## src/rtl/sprite_chain_tracker.sv

```systemverilog
// Sprite parameter resolver: applies sticky-chain inheritance, computes the sprite line, and buffers results in a 2-entry FIFO.
// Optional statistics (SPR_COUNT, OVERRUN) are built only when SPR_TRACK_STATS_EN is defined.
module sprite_chain_tracker #(
    parameter int FIFO_DEPTH = 2
) (
    input  logic        CLK,
    input  logic        RESET,
    input  logic        NEW_LINE,
    input  logic        SPR_LOAD,
    input  logic [13:0] PIPE_C,
    input  logic [8:0]  SPR_Y,
    input  logic [5:0]  SPR_SIZE,
    input  logic [7:0]  YSHRINK,
    input  logic [8:0]  RASTERC,
    input  logic        FLIP,
    output logic        OUT_VALID,
    input  logic        OUT_READY,
    output logic [8:0]  OUT_X,
    output logic [3:0]  OUT_HSHRINK,
    output logic [4:0]  OUT_TILE_ROW,
    output logic [3:0]  OUT_PIX_ROW,
    output logic [7:0]  OUT_YSHRINK,
    output logic        OUT_IN_RANGE,
    output logic [6:0]  SPR_COUNT,
    output logic        OVERRUN
);

    localparam int CountW = $clog2(FIFO_DEPTH + 1);

    typedef struct packed {
        logic [8:0] x;
        logic [3:0] hshrink;
        logic [4:0] tileRow;
        logic [3:0] pixRow;
        logic [7:0] yshrink;
        logic       inRange;
    } entry_t;

    logic [8:0] prevX_q, prevX_d;
    logic [4:0] prevW_q, prevW_d;
    logic [8:0] headY_q, headY_d;
    logic [5:0] headSize_q, headSize_d;
    logic [7:0] headYshrink_q, headYshrink_d;

    logic [8:0] ctxPrevX, ctxHeadY, resX, resY, line;
    logic [4:0] ctxPrevW;
    logic [5:0] ctxHeadSize, resSize;
    logic [7:0] ctxHeadYshrink, resYshrink;
    logic       chain;
    entry_t     s1Entry_d, s1Entry_q;
    logic       s1Valid_q;

    // NEW_LINE clears the context before a coincident load sees it
    always_comb begin
        chain          = PIPE_C[13];
        ctxPrevX       = NEW_LINE ? 9'd0 : prevX_q;
        ctxPrevW       = NEW_LINE ? 5'd0 : prevW_q;
        ctxHeadY       = NEW_LINE ? 9'd0 : headY_q;
        ctxHeadSize    = NEW_LINE ? 6'd0 : headSize_q;
        ctxHeadYshrink = NEW_LINE ? 8'hFF : headYshrink_q;

        resX       = chain ? (ctxPrevX + {4'd0, ctxPrevW}) : PIPE_C[8:0];
        resY       = chain ? ctxHeadY : SPR_Y;
        resSize    = chain ? ctxHeadSize : SPR_SIZE;
        resYshrink = chain ? ctxHeadYshrink : YSHRINK;
        line       = RASTERC + resY;

        s1Entry_d.x       = resX;
        s1Entry_d.hshrink = PIPE_C[12:9];
        s1Entry_d.tileRow = line[8:4];
        s1Entry_d.pixRow  = line[3:0] ^ {4{FLIP}};
        s1Entry_d.yshrink = resYshrink;
        s1Entry_d.inRange = (resSize >= 6'd32) || ({1'b0, line[8:4]} < resSize);

        prevX_d       = ctxPrevX;
        prevW_d       = ctxPrevW;
        headY_d       = ctxHeadY;
        headSize_d    = ctxHeadSize;
        headYshrink_d = ctxHeadYshrink;
        if (SPR_LOAD) begin
            prevX_d = resX;
            prevW_d = {1'b0, PIPE_C[12:9]} + 5'd1;
            if (!chain) begin
                headY_d       = SPR_Y;
                headSize_d    = SPR_SIZE;
                headYshrink_d = YSHRINK;
            end
        end
    end

    always_ff @(posedge CLK or posedge RESET) begin
        if (RESET) begin
            prevX_q       <= '0;
            prevW_q       <= '0;
            headY_q       <= '0;
            headSize_q    <= '0;
            headYshrink_q <= 8'hFF;
            s1Valid_q     <= 1'b0;
            s1Entry_q     <= '0;
        end else begin
            prevX_q       <= prevX_d;
            prevW_q       <= prevW_d;
            headY_q       <= headY_d;
            headSize_q    <= headSize_d;
            headYshrink_q <= headYshrink_d;
            s1Valid_q     <= SPR_LOAD;
            if (SPR_LOAD) begin
                s1Entry_q <= s1Entry_d;
            end
        end
    end

    entry_t              mem_q [2];
    logic                wrPtr_q, rdPtr_q;
    logic [CountW-1:0]   count_q;
    logic                pop, full, accept;
    entry_t              headEntry;

    always_comb begin
        pop    = (count_q != '0) && OUT_READY;
        full   = (count_q == CountW'(FIFO_DEPTH));
        accept = s1Valid_q && (!full || pop);
    end

    always_ff @(posedge CLK or posedge RESET) begin
        if (RESET) begin
            mem_q[0] <= '0;
            mem_q[1] <= '0;
            wrPtr_q  <= 1'b0;
            rdPtr_q  <= 1'b0;
            count_q  <= '0;
        end else begin
            if (accept) begin
                mem_q[wrPtr_q] <= s1Entry_q;
                wrPtr_q        <= ~wrPtr_q;
            end
            if (pop) begin
                rdPtr_q <= ~rdPtr_q;
            end
            if (accept && !pop) begin
                count_q <= count_q + CountW'(1);
            end else if (!accept && pop) begin
                count_q <= count_q - CountW'(1);
            end
        end
    end

    // An empty buffer presents the idle values rather than stale entries
    always_comb begin
        headEntry    = mem_q[rdPtr_q];
        OUT_VALID    = (count_q != '0);
        OUT_X        = OUT_VALID ? headEntry.x       : 9'd0;
        OUT_HSHRINK  = OUT_VALID ? headEntry.hshrink : 4'd0;
        OUT_TILE_ROW = OUT_VALID ? headEntry.tileRow : 5'd0;
        OUT_PIX_ROW  = OUT_VALID ? headEntry.pixRow  : 4'd0;
        OUT_YSHRINK  = OUT_VALID ? headEntry.yshrink : 8'hFF;
        OUT_IN_RANGE = OUT_VALID ? headEntry.inRange : 1'b0;
    end

`ifdef SPR_TRACK_STATS_EN
    logic [6:0] sprCount_q;
    logic       overrun_q;

    always_ff @(posedge CLK or posedge RESET) begin
        if (RESET) begin
            sprCount_q <= '0;
            overrun_q  <= 1'b0;
        end else begin
            if (NEW_LINE) begin
                sprCount_q <= '0;
            end else if (accept && (sprCount_q < 7'd96)) begin
                sprCount_q <= sprCount_q + 7'd1;
            end
            if (s1Valid_q && !accept) begin
                overrun_q <= 1'b1;
            end
        end
    end

    assign SPR_COUNT = sprCount_q;
    assign OVERRUN   = overrun_q;
`else
    assign SPR_COUNT = 7'd0;
    assign OVERRUN   = 1'b0;
`endif

endmodule
```

## config.mk

```make
export PLATFORM = sky130hd
export DESIGN_NAME = sprite_chain_tracker
export DESIGN_NICKNAME = d
export VERILOG_FILES = /design/src/rtl/sprite_chain_tracker.sv
export SDC_FILE = /design/constraint.sdc
export NUM_CORES = 1
export LEC_CHECK = 0
export CORE_UTILIZATION = 55
export DETAILED_ROUTE_END_ITERATION = 10
export PLACE_DENSITY = 0.89
export SYNTH_ARGS = -nofsm -noshare
export SYNTH_HDL_FRONTEND = slang
export SYNTH_SLANG_ARGS = --single-unit
```

## constraint.sdc

```tcl
create_clock -name CLK -period 5.7 [get_ports CLK]
set_clock_uncertainty 0.05 [all_clocks]
set_input_delay 0.57 -clock CLK [delete_from_list [all_inputs] [get_ports CLK]]
set_output_delay 0.57 -clock CLK [all_outputs]
set_load 0.05 [all_outputs]
```

==> Word level (Yosys, flattened, before mapping) <==
Index checks and enable logic that the tools add are counted.
Widths: inputs -> output; s select.
{ "totals": {"latchBits": 0, "mem_bits_rw": 0, "output_inout_bits": 40, "input_bits": 52, "rom_bits": 0, "mem_count": 0, "elab_cells": 83, "register_bits": 135} }
{ "classes": {"n_mul": 0, "n_reduce_logical": 12, "div": 0, "n_eq_ne": 1, "n_shift": 0, "add_sub_neg": 5, "bitwise": 5, "mux": 28, "order_cmp": 5} }
{ "ops": {"columns": ["operator", "count"], "rows": [
  ["$mux 31", 4],
  ["$mux 9", 7],
  ["$bwmux 62", 1],
  ["$mux 8", 4],
  ["$demux 31 s1", 1],
  ["$mux 6", 3],
  ["$mux 5", 3],
  ["$add 9x5->9", 1],
  ["$add 9x9->9", 1],
  ["$mux 4", 2],
  ["$ge 6x6->1 const B", 1],
  ["$lt 5x6->1", 1],
  ["$add 4x1->5 const B", 1],
  ["$logic_and 1x1->1", 5],
  ["$ge 2x2->1 const B", 2],
  ["$mux 2", 2],
  ["$not 1->2", 2],
  ["$reduce_bool 2->1", 2],
  ["$xor 4x4->4", 1],
  ["$logic_not 1->1", 3],
  ["$add 2x1->2 const B", 1],
  ["$eq 2x2->1 const B", 1],
  ["$logic_or 1x1->1", 2],
  ["$lt 2x1->1 const B", 1],
  ["other kinds (3)", 4]
]} }

==> Longest topological paths before layout <==
Gate-level depths: netlist (run 1).
{ "logic_depth": {"ltp_word": 8, "depth_mapped": 17, "mapped_depth_nobuf": 16} }

==> Worst setup path after synthesis (run 1) <==
Ideal clock, no wire load.
{ "synth_timing": {"path_kind": "input to register", "startpoint": "input PIPE_C[13]", "endpoint": "register s1Entry_q[0] (netlist name)", "stages": 16, "t_arrival_ns": 3.439, "t_required_ns": 5.586, "setup_slack_ns": 2.146, "path_buffers": 3, "setup_time_ns": 0.064, "cell_sequence": "buf_2 > buf_2 > buf_2 > mux2i_1 > fa_1 > nor2b_1 > o31a_1 > o21a_1 > or3_1 > and2_2 > ha_1 > a21o_1 > nand2_1 > nand3b_1 > a31oi_1 > a211o_1"} }
{ "synth_between": {"elab_chain_cells": 4, "elab_cells_between_ends": 6, "cone_classes": "add/sub (1); order compare (2); mux (2); reduce/logical (1)"} }
{ "synth_rtl": {"columns": ["item", "line_no", "text"], "rows": [
  ["start, declared", "10", "input logic [13:0] PIPE_C,"],
  ["$mux 9", "63", "resY = chain ? ctxHeadY : SPR_Y;"],
  ["$add 9x9->9", "66", "line = RASTERC + resY;"],
  ["via line[6]", "45", "logic [8:0] ctxPrevX, ctxHeadY, resX, resY, line;"],
  ["$lt 5x6->1", "73", "s1Entry_d.inRange = (resSize >= 6'd32) || ({1'b0, line[8:4]} < resSize);"],
  ["$logic_or 1x1->1", "73", null],
  ["end signal, assigned", "108", "s1Entry_q <= s1Entry_d;"],
  ["end, declared", "50", "entry_t s1Entry_d, s1Entry_q;"]
]} }
The timed path passes the listed nets, and every way through them passes these cells.
A chain may end at the register's enable or synchronous reset.

==> Final worst setup path (run 1) <==
{ "layout_timing": {"startpoint": "input NEW_LINE", "endpoint": "register s1Entry_q[0] (netlist name)"} }
{ "layout_between": {"elab_chain_cells": 5, "elab_cells_between_ends": 8, "cone_classes": "add/sub (1); order compare (2); mux (4); reduce/logical (1)"} }
{ "layout_rtl": {"columns": ["item", "line_no", "text"], "rows": [
  ["start, declared", "8", "input logic NEW_LINE,"],
  ["$mux 9", "58", "ctxHeadY = NEW_LINE ? 9'd0 : headY_q;"],
  ["$mux 9", "63", null],
  ["$add 9x9->9", "66", null],
  ["via line[6]", "45", null],
  ["$lt 5x6->1", "73", null],
  ["$logic_or 1x1->1", "73", null]
]} }
The timed path passes the listed nets, and every way through them passes these cells.

==> results.yml, run 1 <==
global_route:
  groute.usage.overall_pct: 25.6
  grt_start_max_net_pins: 88
  antenna_found_initial: 0
  grt_overflow: 0
  grt_pass1_vias: 5199
  grt_pass1_wl_um: 25500
yosys:
  synthArstFlopShare_pct: 100
  syn-instance-count: 613
  yosys_register_bits: 135
  yosysWarningCount: 0
  ys_top_cells_by_count: "dfrtp_1, mux2_2, nor2_1"
  synth.largest_area_cell: "dfrtp_1"
  yosys.area.top_type_share_pct: 46.1
  synth_edf_count: 0
  synth.most_common_cell: "dfrtp_1"
  synth_area_leaders: "dfrtp_1, mux2_2, mux2i_1, nor2_1, ha_1"
  synth_seq_area_share_pct: 49.1
  synth_flop_cell: "dfrtp_1"
  syn_area_per_cell_sq_um: 11.2
  yosysUniqueCellTypes: 50
  syn_area_sq_um: 6890
power:
  p_seq_share_pct: 32.0
  power_frac_comb_pct: 42.4
  p_int_w: 0.00279
  p_leak_nw: 3.66
  swShare_pct: 39.4
  p_per_area_nw_per_um2: 546
  clock_power_share_pct: 25.5
  p_sw_w: 0.00181
  ir_worst_vdd_mv: 0.267
placed_design:
  dpl.hpwl_um: 9990
  portBuffers: 83
  gp_congestion: 0.845
  place_ws_ns: 1.46
setup_path:
  path_class: "in -> reg"
  cp-start-kind: "primary input"
  reg2reg_depth: 16
  cp-end-kind: "register"
  reg2reg_to: "s1Entry_q[0]$_DFFE_PP0P_"
  worstPathMaxFanout: 32
  required_ns: 6.00
  r2r_slack_ns: 2.42
  cp-endpoint: "s1Entry_q[0]$_DFFE_PP0P_"
  cp-startpoint: "NEW_LINE"
  crit_arrival_ns: 4.16
  r2r-start: "headY_q[0]$_DFF_PP0_"
route:
  drc: 0
  dr.pass1.iters: 5
  routedWlPerCell_um: 17.5
  drtIter0Drc: 325
  vias: 4901
  vias_per_cell: 5.64
  antenna_left: 0
  wirelength_um: 15200
sta:
  clock.fmax_ghz: 0.259
  rsz0062_at_grt: "false"
  min_period_ns: 3.86
  slew_headroom_pct: 28.6
  fin_ws_ns: 1.84
  slew_viol_final: 0
  setup_viol: 0
  finalSetupTns_ns: 0
  period_share_pct: 67.8
  tightest_slew_ns: 1.07
  hold_viol: 0
clock_network:
  cts_tree: "yes"
  clk_latency_ns: 0.41
  clk_pin_slew_worst_paths_ns: 0.06
  postCtsSetupRepairBufs: 0
  cts_hold_buf: 0
  ctsResizeCount: 0
  clock_path_buffers: 2
  cts_buffers: 17
  root_buffer: "clkbuf_16"
  clock-sinks: 135
  htreeDepth: 4
floorplan:
  rows: 40
  fp.dieH_um: 114
  pin_count: 92
  start_util_pct: 56.9
  fp.dieW_um: 114
  die_area_sq_um: 13000
  core_sq_um: 12100
finish:
  drive_above_1_share_pct: 22.3
  layout.nets: 762
  final_util_pct: 69.6
  area_delta_synth_final_pct: 22.3
  diodes: 0
  fillCellCount: 838
run_status:
  status: "finished, final reports clean"
min_path:
  hold_path_class: "reg -> reg"
flow_run:
  maxCapViolations: 0
cells by family (layout without fill, tap and decap cells):
family | after synthesis | in the layout | synth area share, %
fa+ha+maj | 22 | 22 | 4.21
flops | 135 | 135 | 49.1
xor+xnor | 18 | 18 | 2.29
mux | 141 | 141 | 22.3
other cells | 1 | 8 | 0.0544
simple gates | 151 | 151 | 10.1
buf+inv | 57 | 138 | 3.96
compound gates | 88 | 88 | 7.91
metrics by stage:
| step | power [W] | std cells | area [sq um] | hold slack [ns] |
|---|---|---|---|---|
| finish | 0.00461 | 869 | 8430 | 0.454 |
| detailed placement | 0.00343 | 837 | 7790 | 0.445 |
| global route | 0.00481 | 869 | 8430 | 0.471 |
| floorplan | 0.00284 | 620 | 6920 | 0.400 |
| global placement | 0.00335 | 837 | 7790 | 0.414 |
| CTS | 0.00463 | 869 | 8430 | 0.458 |
placed cells by master, fill, tap and decap left out, drive strengths merged, types with 3 or more instances in the layout:
master	Yosys	routed
nand4	4	4
o21ai	19	19
dfstp	8	8
o211ai	3	3
nand3b	3	3
bufinv	0	4
nand3	4	4
clkbuf	10	17
mux2	101	101
inv	15	20
nand2	27	27
a21oi	37	37
nor2b	29	29
nor2	72	72
conb	1	8
xnor2	14	14
dfrtp	127	127
clkdlybuf4s50	0	81
ha	20	20
o21a	6	6
a211oi	4	4
clkinv	2	6
mux2i	40	40
buf	30	8
and3	3	3
xor2	4	4
o22ai	4	4
flip-flops by register name, indices dropped and copies added (netlist names):
name / flops
wrPtr_q: 1
headSize_q: 6
s1Valid_q: 1
prevW_q: 5
rdPtr_q: 1
count_q: 2
prevX_q: 9
headYshrink_q: 8
headY_q: 9
mem_q: 62
s1Entry_q: 31
cell type report:
class | count | area [sq um] | share of cell area, %
clock buffers | 17 | 425 | 5.04
clock inverters | 15 | 214 | 2.54
inverters | 17 | 66.3 | 0.786
multi-input cells | 428 | 3260 | 38.7
flip-flops and latches | 135 | 3390 | 40.2
well taps | 168 | 210 | 2.49
repair buffers | 89 | 866 | 10.3
how the worst min path moves through the flow:
| stage | cells past startpoint | start | endpoint | slack, ns |
|---|---|---|---|---|
| 6_report | 1 | mem_q[51]$_DFFE_PP0P_ | mem_q[51]$_DFFE_PP0P_ | 0.45 |
| 5_1_grt | 1 | mem_q[30]$_DFFE_PP0P_ | mem_q[30]$_DFFE_PP0P_ | 0.47 |
| 4_1_cts | 1 | mem_q[41]$_DFFE_PP0P_ | mem_q[41]$_DFFE_PP0P_ | 0.46 |
| 3_5_place_dp | 1 | s1Entry_q[27]$_DFFE_PP0P_ | mem_q[58]$_DFFE_PP0P_ | 0.44 |
| 3_3_place_gp | 2 | mem_q[23]$_DFFE_PP0P_ | mem_q[23]$_DFFE_PP0P_ | 0.41 |
| 2_1_floorplan | 2 | mem_q[23]$_DFFE_PP0P_ | mem_q[23]$_DFFE_PP0P_ | 0.40 |
layer usage:
layer	GRT usage, %	wire, um	share of wire (%)
met1	30.5	6270	41
met3	6.06	760	5.0
met4	8.92	280	1.8
met5	0	0	0
met2	45.3	7920	52
worst max-delay path: stages:
cell and delay [ns]:
clkdlybuf4s50_1 0.45, buf_4 0.34, nor2b_1 0.11, mux2_2 0.29, ha_1 0.20, inv_1 0.07
fa_1 0.20, nor2b_1 0.07, o31a_1 0.28, o21a_1 0.18, or3_1 0.32, and2_2 0.20
ha_1 0.20, a21o_1 0.18, nand2_1 0.07, nand3b_1 0.12, a31oi_1 0.18, a211o_1 0.13
power by group through the flow:
stage	Clock, W	Sequential [W]	Combinational, W
floorplan	0	0.00137	0.00146
global route	0.00124	0.00151	0.00206
detailed placement	0	0.00149	0.00195
global placement	0	0.00146	0.00189
CTS	0.00119	0.00148	0.00197
finish	0.00118	0.00148	0.00195
No activity file was read; power rests on OpenSTA's default activity.
==> inputs of run 2 (changes only) <==
- clock period: 5.7 -> 3.7 ns (I/O delays scaled with it)
==> results.yml, run 2 (same netlist as run 1, synthesis figures left out) <==
run_status:
  status: "finished, final reports clean"
finish:
  final_util_pct: 70.4
  reg_top3: "mem_q (62), s1Entry_q (31)"
  regMostFlops: "mem_q"
  layout_common_cells: "dfrtp_1, mux2_2, clkdlybuf4s50_1"
  area_delta_synth_final_pct: 23.7
  diodes: 0
  drive_above_1_share_pct: 23.9
  largest_register_ffs: 62
  layout.nets: 768
  final_common_cell: "dfrtp_1"
clock_network:
  cts_hold_buf: 0
  cts_buffers: 17
  root_buffer: "clkbuf_16"
  clk_latency_ns: 0.43
  clock-sinks: 135
  postCtsSetupRepairBufs: 0
  htreeDepth: 4
  ctsResizeCount: 0
  clk_pin_slew_worst_paths_ns: 0.06
  cts_tree: "yes"
  clock_path_buffers: 2
global_route:
  grt_overflow: 0
  grt_pass1_wl_um: 25900
  antenna_found_initial: 0
  groute.usage.overall_pct: 26.2
  grt_pass1_vias: 5243
  grt_start_max_net_pins: 49
route:
  dr.pass1.iters: 5
  wirelength_um: 15500
  vias_per_cell: 5.64
  vias: 4939
  antenna_left: 0
  drc: 0
  drtIter0Drc: 331
  routedWlPerCell_um: 17.7
setup_path:
  cp-end-kind: "register"
  path_cells: "clkdlybuf4s50_1 > nor2b_1 > mux2_2 > ha_1 > inv_1 > fa_1 > nor2b_1 > o31a_1 > o21a_1 > or3_1 > and2_2 > ha_1 > a21o_1 > nand2_1 > nand3b_1 > a31oi_1 > a211o_1"
  path_class: "in -> reg"
  cp-startpoint: "NEW_LINE"
  required_ns: 4.01
  crit_family: "compound AO/OA/AOI/OAI gates"
  crit_buf_inv: 2
  r2r-start: "headY_q[0]$_DFF_PP0_"
  cp-start-kind: "primary input"
  crit_path_top_delay_cell: "clkdlybuf4s50_1"
  cpPeakStageDelay_ns: 0.53
  r2r_slack_ns: 0.36
  worstPathMaxFanout: 3
  crit_arrival_ns: 3.71
sta:
  slew_viol_final: 0
  fin_ws_ns: 0.307
  finalSetupTns_ns: 0
  setup_viol: 0
  slew_headroom_pct: 38.8
  tightest_slew_ns: 0.917
  clock.fmax_ghz: 0.295
  hold_viol: 0
  rsz0062_at_grt: "false"
  period_share_pct: 91.7
  min_period_ns: 3.39
power:
  ir_worst_vdd_mv: 0.366
  p_leak_nw: 3.72
  p_per_area_nw_per_um2: 838
min_path:
  hold_path_class: "in -> async"
floorplan:
  fp.dieH_um: 114
  rows: 40
  start_util_pct: 56.9
  die_area_sq_um: 13000
  core_sq_um: 12100
  pin_count: 92
  fp.dieW_um: 114
flow_run:
  maxCapViolations: 0
placed_design:
  gp_congestion: 0.873
  place_ws_ns: -0.0776
  dpl.hpwl_um: 10500
  portBuffers: 83
## run 2: path summary, 6_finish.rpt
path | endpoint | cells after the start
max in group asynchronous | headSize_q[5]$_DFF_PP0_ | 3
max reg2reg | s1Entry_q[0]$_DFFE_PP0P_ | 16
min in group CLK | mem_q[23]$_DFFE_PP0P_ | 2
max | s1Entry_q[0]$_DFFE_PP0P_ | 17
min | mem_q[33]$_DFFE_PP0P_ | 2
min reg2reg | mem_q[23]$_DFFE_PP0P_ | 2
## run 2: cell type report
| class | instances | area [sq um] |
|---|---|---|
| timing repair buffer | 95 | 978 |
| multi-input combinational | 428 | 3260 |
| inverter | 17 | 67.6 |
| sequential | 135 | 3390 |
| tap | 168 | 210 |
| clock inverter | 13 | 179 |
| clock buffer | 19 | 443 |
| fill | 837 | 3580 |
## run 2: stage by stage
step | instances | total power, W | hold WS, ns | cell area [sq um]
after floorplan | 620 | 0.00437 | 0.351 | 6920
after global placement | 843 | 0.00528 | 0.414 | 7910
after detailed placement | 843 | 0.00541 | 0.424 | 7910
after CTS | 875 | 0.00718 | 0.437 | 8530
after global routing | 875 | 0.00748 | 0.466 | 8530
final | 875 | 0.00715 | 0.436 | 8530
## run 2: report_power, final
group,switching (W),internal (W)
combinational,0.00181,0.00131
sequential,0.000324,0.00193
clock,0.000628,0.00114
## run 2: layer usage
layer	track usage, %	wire [um]
met5	0	0
met3	5.53	723
met4	11.5	478
met1	32.1	6460
met2	44.7	7810
==> inputs of run 3 (changes only) <==
--- a/config.mk
+++ b/config.mk
@@ -6,4 +6,5 @@
 export NUM_CORES = 1
 export LEC_CHECK = 0
+export ABC_AREA = 1
 export CORE_UTILIZATION = 55
 export DETAILED_ROUTE_END_ITERATION = 10
--- a/constraint.sdc
+++ b/constraint.sdc
@@ -3,3 +3,3 @@
 set_input_delay 0.37 -clock CLK [delete_from_list [all_inputs] [get_ports CLK]]
 set_output_delay 0.37 -clock CLK [all_outputs]
-set_load 0.05 [all_outputs]
+set_load 0.005 [all_outputs]
==> results.yml, run 3 <==
floorplan:
  core_sq_um: 12100
  die_area_sq_um: 12900
  fp.dieW_um: 114
  pin_count: 92
  fp.dieH_um: 114
  start_util_pct: 56.8
  rows: 40
sta:
  period_share_pct: 84.5
  slew_headroom_pct: 43.8
  hold_viol: 0
  slew_viol_final: 0
  clock.fmax_ghz: 0.320
  tightest_slew_ns: 0.842
  finalSetupTns_ns: 0
  hold_slack_ns: 0.416
  rsz0062_at_grt: "false"
  min_period_ns: 3.13
  setup_viol: 0
placed_design:
  portBuffers: 83
  dpl.hpwl_um: 10200
  gp_congestion: 0.912
yosys:
  synth_flop_cell: "dfrtp_1"
  synth.largest_area_cell: "dfrtp_1"
  yosys.area.top_type_share_pct: 46.4
  yosysWarningCount: 0
  yosys_register_bits: 135
  synth_area_leaders: "dfrtp_1, nand2_1, o21ai_0, inv_1, o21ai_2"
  synthArstFlopShare_pct: 100
  synth_seq_area_share_pct: 49.5
  syn_area_per_cell_sq_um: 8.25
  synth_edf_count: 0
  ys_top_cells_by_count: "nand2_1, dfrtp_1, o21ai_0"
  syn-instance-count: 830
  yosysUniqueCellTypes: 34
  syn_area_sq_um: 6850
  synth.most_common_cell: "nand2_1"
setup_path:
  worstPathMaxFanout: 9
  required_ns: 4.00
  crit_path_top_delay_cell: "clkdlybuf4s50_1"
  crit_arrival_ns: 3.43
  crit_buf_inv: 4
  crit_top_cell: "nand2_1"
  cp-start-kind: "primary input"
  crit_family: "simple AND/OR/NAND/NOR gates"
  path_class: "in -> reg"
  path_cells: "clkdlybuf4s50_1 > inv_1 > o21ai_0 > ha_1 > inv_1 > fa_1 > inv_1 > nand3_1 > nand2_1 > nand2_1 > nand2_1 > nand2_1 > nand2_1 > nand2_1 > and2_1 > ha_1 > a21oi_1 > nor2_1 > a21oi_1 > nand3_1 > nand2_1"
  cpPeakStageDelay_ns: 0.50
  r2r_slack_ns: 0.82
  cp-end-kind: "register"
clock_network:
  ctsResizeCount: 0
  clock_path_buffers: 2
  cts_buffers: 17
  clk_latency_ns: 0.42
  cts_hold_buf: 0
  root_buffer: "clkbuf_16"
  postCtsSetupRepairBufs: 0
  cts_tree: "yes"
  htreeDepth: 4
  clock-sinks: 135
  clk_pin_slew_worst_paths_ns: 0.06
route:
  vias_per_cell: 5.46
  antenna_left: 0
  drtIter0Drc: 567
  routedWlPerCell_um: 15.2
  vias: 5896
  drc: 0
  wirelength_um: 16400
  dr.pass1.iters: 5
finish:
  diodes: 0
  regMostFlops: "mem_q"
  area_delta_synth_final_pct: 20.9
  drive_above_1_share_pct: 9.99
  largest_register_ffs: 62
  reg_top3: "mem_q (62), s1Entry_q (31)"
  layout.nets: 973
  final_common_cell: "nand2_1"
  layout_common_cells: "nand2_1, dfrtp_1, o21ai_0"
power:
  p_leak_nw: 3.91
  p_per_area_nw_per_um2: 685
  ir_worst_vdd_mv: 0.303
run_status:
  status: "finished, final reports clean"
global_route:
  grt_overflow: 0
  grt_pass1_wl_um: 28100
  grt_pass1_vias: 5899
  grt_start_max_net_pins: 136
  antenna_found_initial: 0
  groute.usage.overall_pct: 27.8
min_path:
  hold_path_class: "in -> async"
flow_run:
  maxCapViolations: 0
==> run 3: changes by cell type after synthesis, sizes merged, moves of 16 or more <==
cell    delta
inv       +58
nor2b     -29
nand2    +226
mux2     -101
mux2i     -40
o21ai    +127
nor2      -30
clkbuf    +16
nand3     +29
==> run 3: final timing paths <==
check | startpoint | to | cells past startpoint
hold / removal | RESET | headY_q[2]$_DFF_PP0_ | 3
hold reg to reg | mem_q[34]$_DFFE_PP0P_ | mem_q[34]$_DFFE_PP0P_ | 2
min in group CLK | mem_q[34]$_DFFE_PP0P_ | mem_q[34]$_DFFE_PP0P_ | 2
max in group asynchronous | RESET | s1Entry_q[19]$_DFFE_PP0P_ | 3
setup reg to reg | headY_q[0]$_DFF_PP0_ | s1Entry_q[0]$_DFFE_PP0P_ | 20
setup / recovery | PIPE_C[13] | s1Entry_q[0]$_DFFE_PP0P_ | 21
==> run 3: worst register-to-register path, delay by kind of cell (launching register included) <==
family	cells	cell delay, ns
DFF	1	0.33
AOI/OAI and AO/OA	3	0.49
adders and majority gates	3	0.81
buffers and inverters	2	0.16
and+or+nand+nor	12	0.99
==> run 3: kinds of logic after synthesis <==
logic type / count (synthesis) / synth area share [%]
flip-flops: 135 / 49.5
AO/OA/AOI/OAI: 194 / 16.2
AND/OR/NAND/NOR: 339 / 20.0
adder cells (fa/ha/maj): 22 / 4.24
XOR/XNOR: 14 / 1.79
buffers and inverters: 125 / 8.24
other: 1 / 0.0548
==> run 3: through the flow <==
stage | instances | setup slack (ns) | utilization, % | power, W | instance area (sq um)
global placement | 1048 | 0.334 | 64.3 | 0.00405 | 7750
CTS | 1079 | 0.637 | 68.6 | 0.00568 | 8280
finish | 1079 | 0.572 | 68.6 | 0.00567 | 8280
detailed placement | 1048 | 0.210 | 64.3 | 0.00413 | 7750
global route | 1079 | 0.299 | 68.6 | 0.00601 | 8280
floorplan | 837 | 0.677 | - | 0.00332 | 6880
==> run 3: routing by layer <==
metal,vias up,global-route usage (%),share of wire [%]
met3,35,6.96,7.0
met1,2804,36.3,43
li1,2803,-,-
met5,-,0,0
met2,254,45.0,48
met4,0,10.4,2.2
==> run 3: area by class of cell <==
| cell class | count | area, sq um |
|---|---|---|
| fill | 893 | 3780 |
| clock inverter | 13 | 85.1 |
| clock buffer | 18 | 439 |
| timing repair buffer | 95 | 953 |
| sequential | 135 | 3390 |
| inverter | 73 | 280 |
| multi-input combinational | 577 | 2920 |
| tap | 168 | 210 |
==> run 3: where the power goes <==
part,switching (W),internal (W)
logic,0.00112,0.000925
registers,0.000232,0.00190
clock network,0.000633,0.000861
